### src/rtl/pwm_timer_pkg.sv
// Shared register map and bit positions for the PWM timer peripheral.
package pwm_timer_pkg;

  // Word index = addr[4:2]
  typedef enum logic [2:0] {
    REG_CTRL   = 3'd0,
    REG_PERIOD = 3'd1,
    REG_DUTY   = 3'd2,
    REG_PRESC  = 3'd3,
    REG_STATUS = 3'd4,
    REG_COUNT  = 3'd5,
    REG_RSVD6  = 3'd6,
    REG_RSVD7  = 3'd7
  } reg_idx_e;

  localparam int unsigned CTRL_EN_BIT     = 0;
  localparam int unsigned CTRL_INV_BIT    = 1;
  localparam int unsigned STATUS_DONE_BIT = 0;

endpackage

### src/rtl/pwm_timer_prescaler.sv
// Prescaler for the PWM timer: emits one tick every (presc+1) enabled cycles.
module pwm_prescaler #(
  parameter int unsigned PRESC_W = 8
) (
  input  logic               clk,
  input  logic               rst,
  input  logic               en,
  input  logic [PRESC_W-1:0] presc,
  output logic               tick
);

  logic [PRESC_W-1:0] pcnt_q, pcnt_d;

  // Tick at the terminal count; >= guards against PRESC being lowered below the running count.
  always_comb begin
    tick   = en && (pcnt_q >= presc);
    pcnt_d = pcnt_q;
    if (!en || tick) begin
      pcnt_d = '0;
    end else begin
      pcnt_d = pcnt_q + PRESC_W'(1);
    end
  end

  // Prescaler counter register
  always_ff @(posedge clk or negedge rst) begin
    if (!rst) begin
      pcnt_q <= '0;
    end else begin
      pcnt_q <= pcnt_d;
    end
  end

endmodule

### src/rtl/pwm_timer.sv
// Memory-mapped PWM timer: staging registers, double-buffered period/duty,
// prescaled up-counter, registered compare output and period-end pulse.
module pwm_timer
  import pwm_timer_pkg::*;
#(
  parameter int unsigned CNT_W   = 16,
  parameter int unsigned PRESC_W = 8
) (
  input  logic        clk,
  input  logic        rst,
  input  logic        sel,
  input  logic [4:0]  addr,
  input  logic [31:0] data_in,
  input  logic        write_en,
  output logic [31:0] data_out,
  output logic        pwm_out,
  output logic        period_irq
);

  logic               en_q, en_d;
  logic               inv_q, inv_d;
  logic [CNT_W-1:0]   period_q, period_d;
  logic [CNT_W-1:0]   duty_q, duty_d;
  logic [PRESC_W-1:0] presc_q, presc_d;
  logic               done_q, done_d;
  logic [CNT_W-1:0]   per_sh_q, per_sh_d;
  logic [CNT_W-1:0]   duty_sh_q, duty_sh_d;
  logic [CNT_W-1:0]   cnt_q, cnt_d;
  logic               pwm_q, pwm_d;
  logic               irq_q, irq_d;

  logic               tick;
  logic               boundary;
  logic               wr;
  reg_idx_e           ridx;
  logic               unused_bits;

  assign ridx        = reg_idx_e'(addr[4:2]);
  assign unused_bits = ^{addr[1:0], data_in[31:CNT_W]};

  pwm_prescaler #(
    .PRESC_W (PRESC_W)
  ) u_presc (
    .clk   (clk),
    .rst   (rst),
    .en    (en_q),
    .presc (presc_q),
    .tick  (tick)
  );

  // Register file writes; a DONE set on a boundary overrides a simultaneous clear
  always_comb begin
    en_d     = en_q;
    inv_d    = inv_q;
    period_d = period_q;
    duty_d   = duty_q;
    presc_d  = presc_q;
    done_d   = done_q;
    wr       = sel && write_en;
    if (wr) begin
      case (ridx)
        REG_CTRL: begin
          en_d  = data_in[CTRL_EN_BIT];
          inv_d = data_in[CTRL_INV_BIT];
        end
        REG_PERIOD: period_d = data_in[CNT_W-1:0];
        REG_DUTY:   duty_d   = data_in[CNT_W-1:0];
        REG_PRESC:  presc_d  = data_in[PRESC_W-1:0];
        REG_STATUS: if (data_in[STATUS_DONE_BIT]) done_d = 1'b0;
        default: ;
      endcase
    end
    if (boundary) begin
      done_d = 1'b1;
    end
  end

  // Main counter, shadow reload at period end, compare output and irq
  always_comb begin
    boundary  = tick && (cnt_q == per_sh_q);
    cnt_d     = cnt_q;
    per_sh_d  = per_sh_q;
    duty_sh_d = duty_sh_q;
    if (!en_q || boundary) begin
      // Shadows follow staging while idle and reload from the pre-write value at a boundary
      cnt_d     = '0;
      per_sh_d  = period_q;
      duty_sh_d = duty_q;
    end else if (tick) begin
      cnt_d = cnt_q + CNT_W'(1);
    end
    irq_d = boundary;
    pwm_d = en_q ? ((cnt_q < duty_sh_q) ^ inv_q) : inv_q;
  end

  // Readback mux; unused bits and reserved words read 0
  always_comb begin
    data_out = '0;
    case (ridx)
      REG_CTRL: begin
        data_out[CTRL_EN_BIT]  = en_q;
        data_out[CTRL_INV_BIT] = inv_q;
      end
      REG_PERIOD: data_out = 32'(period_q);
      REG_DUTY:   data_out = 32'(duty_q);
      REG_PRESC:  data_out = 32'(presc_q);
      REG_STATUS: data_out[STATUS_DONE_BIT] = done_q;
      REG_COUNT:  data_out = 32'(cnt_q);
      default:    data_out = '0;
    endcase
  end

  // State registers
  always_ff @(posedge clk or negedge rst) begin
    if (!rst) begin
      en_q      <= 1'b0;
      inv_q     <= 1'b0;
      period_q  <= '0;
      duty_q    <= '0;
      presc_q   <= '0;
      done_q    <= 1'b0;
      per_sh_q  <= '0;
      duty_sh_q <= '0;
      cnt_q     <= '0;
      pwm_q     <= 1'b0;
      irq_q     <= 1'b0;
    end else begin
      en_q      <= en_d;
      inv_q     <= inv_d;
      period_q  <= period_d;
      duty_q    <= duty_d;
      presc_q   <= presc_d;
      done_q    <= done_d;
      per_sh_q  <= per_sh_d;
      duty_sh_q <= duty_sh_d;
      cnt_q     <= cnt_d;
      pwm_q     <= pwm_d;
      irq_q     <= irq_d;
    end
  end

  assign pwm_out    = pwm_q;
  assign period_irq = irq_q;

endmodule

### config.mk
export PLATFORM = sky130hd
export DESIGN_NAME = pwm_timer
export DESIGN_NICKNAME = d
export VERILOG_FILES = /design/src/rtl/pwm_timer_pkg.sv /design/src/rtl/pwm_timer_prescaler.sv /design/src/rtl/pwm_timer.sv
export SDC_FILE = /design/constraint.sdc
export NUM_CORES = 1
export LEC_CHECK = 0
export CORE_UTILIZATION = 25
export CTS_CLUSTER_SIZE = 10
export DETAILED_ROUTE_END_ITERATION = 12
export SLEW_MARGIN = 20
export SYNTH_ARGS = -nofsm -noshare
export SYNTH_HDL_FRONTEND = slang
export SYNTH_SLANG_ARGS = --single-unit
### constraint.sdc
create_clock -name clk -period 5.2 [get_ports clk]
set_input_delay 1.56 -clock clk [delete_from_list [all_inputs] [get_ports clk]]
set_output_delay 1.56 -clock clk [all_outputs]
set_load 0.02 [all_outputs]
==> results.toml <==
[outcome]
status = "finished, violations left"
violations = "DRC"

[worst_hold_path]
timing.hold.worst.class = "reg2reg"

[grt]
grt.overflow.total = 0
grt_max_degree = 73
grt_antenna_before_repair = 0
grt_pass1_wl_um = 21590
grt_pass1_vias = 3936
grtUsageTotal = 0.1200

[floorplanning]
die_area_sq_mm = 0.02309
die_y_um = 152.0
core_area_sq_mm = 0.02196
std_cell_rows = 54
pin_count = 75
start_util = 0.2561
die_x_um = 152.0

[cells_and_area]
final_util = 0.3008
drive_gt1_frac = 0.1909
layout.nets = 612
area_growth_pct = 17.47
fillers = 2206
antenna_cells = 0
multi_input_area_sq_mm = 0.002784
register_area_sq_mm = 0.002527

[synth]
yosysWarnings = 0
ys_types = 51
synthTopCellsByArea = "dfrtp_1, mux2_2, mux2_4"
synth_ff_type = "dfrtp_1"
ys_ff_latch = 101
synthCells = 500
synth_edf_count = 0
synth.avg_cell_area_sq_um = 11.25
synthArstFlopShare = 1.000
netlist.area_leader.share = 0.4495
yosysTopAreaCell = "dfrtp_1"
syn-cell-area_sq_mm = 0.005623
ys_seq_area_frac = 0.4495

[drt]
wl_per_cell_um = 15.95
vias_per_cell = 4.614
wl_um = 13240
dr.pass1.iters = 8
vias = 3830
drc = 4
drt-initial-drc-count = 216
final_antenna_net_count = 0

[pwr]
switching_share = 0.3106
power.internal_mw = 1.703
switchingPower_mw = 0.7673
pwr-share-seq = 0.452
peakVddDrop_uv = 132.6
power.share.clock = 0.261
p_per_area_mw_per_mm2 = 374.0
p_leak_nw = 3.005
p_comb_frac = 0.287

[sta]
tns_ns = 0
finalHoldViolations = 0
slew_viol_final = 0
tightest_slew_ns = 0.9799
finalSetupViolCount = 0
skew_ns = 0.006140
period_minus_slack_ns = 5.128
rsz0062_at_grt = "no"
timing.fmax_mhz = 195.0
relSlewSlack = 0.3467
period_share = 0.9861

[worst_setup_path]
critical_path_class = "in2out"
worst_setup_path_start_kind = "input pin"
crit_path_end = "data_out[3]"
crit_required_ns = 3.64
r2r_start = "cnt_q[4]"
worstReg2RegEnd = "per_sh_q[14]"
crit_arrival_ns = 3.57
end_kind = "output port"
crit_fanout = 14
ff2ff_path_depth = 6
cp-startpoint = "addr[3]"
reg2reg_slack_ns = 2.17

[placement]
io_buffers = 40
gp_congestion = 0.7264
dp_hpwl_um = 9422

[cts]
root_buffer = "clkbuf_16"
clockBufferDepth = 2
cts_tree = "done"
clock_latency_ns = 0.35
cts_resized = 0
cts.clk_slew.worst_paths_ns = 0.06
holdBufCountCts = 0
h-tree-depth = 3
cts_setup_buffers = 0
clock-sinks = 101
numCtsBuffers = 9

[flow_run]
drv_cap = 0
[cells by family after synthesis]
| family | Yosys count | synth area share |
|---|---|---|
| compound gates | 90 | 0.09880 |
| buf+inv | 64 | 0.06586 |
| simple gates | 113 | 0.1135 |
| flops | 101 | 0.4495 |
| xor+xnor | 22 | 0.03427 |
| other cells | 1 | 0.0006669 |
| fa+ha+maj | 25 | 0.05563 |
| mux | 84 | 0.1818 |
[per-layer routing]
layer  up-vias  GRT usage  wire (um)
met3        17    0.01483        367
met2        56     0.1933       6154
met4         0    0.05491        315
met5         -          0          0
li1       1841          -          -
met1      1916     0.1609       6402
[state kept, by name (all words and copies together), names as in the netlist]
register	flops
per_sh_q	16
inv_q	1
u_presc.pcnt_q	8
duty_sh_q	16
presc_q	8
en_q	1
duty_q	16
done_q	1
cnt_q	16
period_irq	1
pwm_out	1
period_q	16
[cells in the final DEF (no fill, tap or decap), types with 3 or more instances in the layout]
cell type        synthesis  final
mux2_2                  41     41
xor2_1                  21     21
conb_1                   1     16
a22o_1                   6      6
dfrtp_1                101    101
or3_1                    8      8
inv_1                   29     29
o211ai_1                 3      3
nand2_1                 34     34
nor2_1                  13     13
clkdlybuf4s50_1          0     36
ha_1                    25     25
nor3_1                   3      3
dlymetal6s2s_1           0      3
nand2b_1                 3      3
clkbuf_16                0      9
mux2i_1                 17     17
buf_4                   16     13
a21oi_1                 26     26
or4_1                    6      6
nand3_1                 17     17
buf_12                   2      3
nand3b_1                 3      3
o31ai_1                  6      6
o21ai_0                 31     31
mux2_4                  26     26
nand4_1                  7      7
o22ai_1                  3      3
and3_1                   7      7
clkbuf_8                 0      3
[Yosys cell counts, types with 13 or more instances]
cell     instances
xor2_1          21
nor2_1          13
nand2_1         34
a21oi_1         26
dfrtp_1        101
ha_1            25
nand3_1         17
o21ai_0         31
mux2_4          26
mux2i_1         17
inv_1           29
buf_4           16
mux2_2          41
[stage by stage]
stage          hold WS (ns)  worst slack [ns]  instance area, sq um  power, mW  cells
6_report             0.4804           0.07239                  6605      2.470    830
5_1_grt              0.5021           0.01039                  6605      2.611    830
4_1_cts              0.4849           0.06291                  6595      2.500    830
3_5_place_dp         0.4697           0.06926                  6316      1.842    815
3_3_place_gp         0.4636           0.05265                  6316      1.826    815
2_1_floorplan        0.4495            0.7529                  5679      1.651    515
[final cells by class]
type,count,share of cell area
Inverter,29,0.01648
Tap cell,280,0.05304
Sequential cell,101,0.3826
Clock buffer,14,0.04149
Timing Repair Buffer,55,0.08411
Clock inverter,1,0.0007577
Multi-Input combinational cell,350,0.4215
[critical path, cell delays in order]
cell	delay (ns)
clkdlybuf4s50_1	0.60
nand2b_1	0.15
nor2_1	0.20
buf_12	0.19
a22o_1	0.23
clkdlybuf4s50_1	0.63
[worst min-delay path by stage]
stage	start	endpoint	slack, ns	cells past startpoint
detailed placement	done_q	done_q	0.47	1
CTS	done_q	done_q	0.48	1
global route	done_q	done_q	0.50	1
global placement	done_q	done_q	0.46	1
floorplan	done_q	done_q	0.45	1
finish	done_q	done_q	0.48	1
[power groups by stage]
stage,Sequential (mW),Combinational [mW],Clock (mW)
2_1_floorplan,1.08,0.568,0
3_3_place_gp,1.13,0.698,0
3_5_place_dp,1.13,0.712,0
4_1_cts,1.12,0.716,0.666
5_1_grt,1.14,0.784,0.685
6_report,1.12,0.708,0.644
Power figures use the tool's default switching activity.
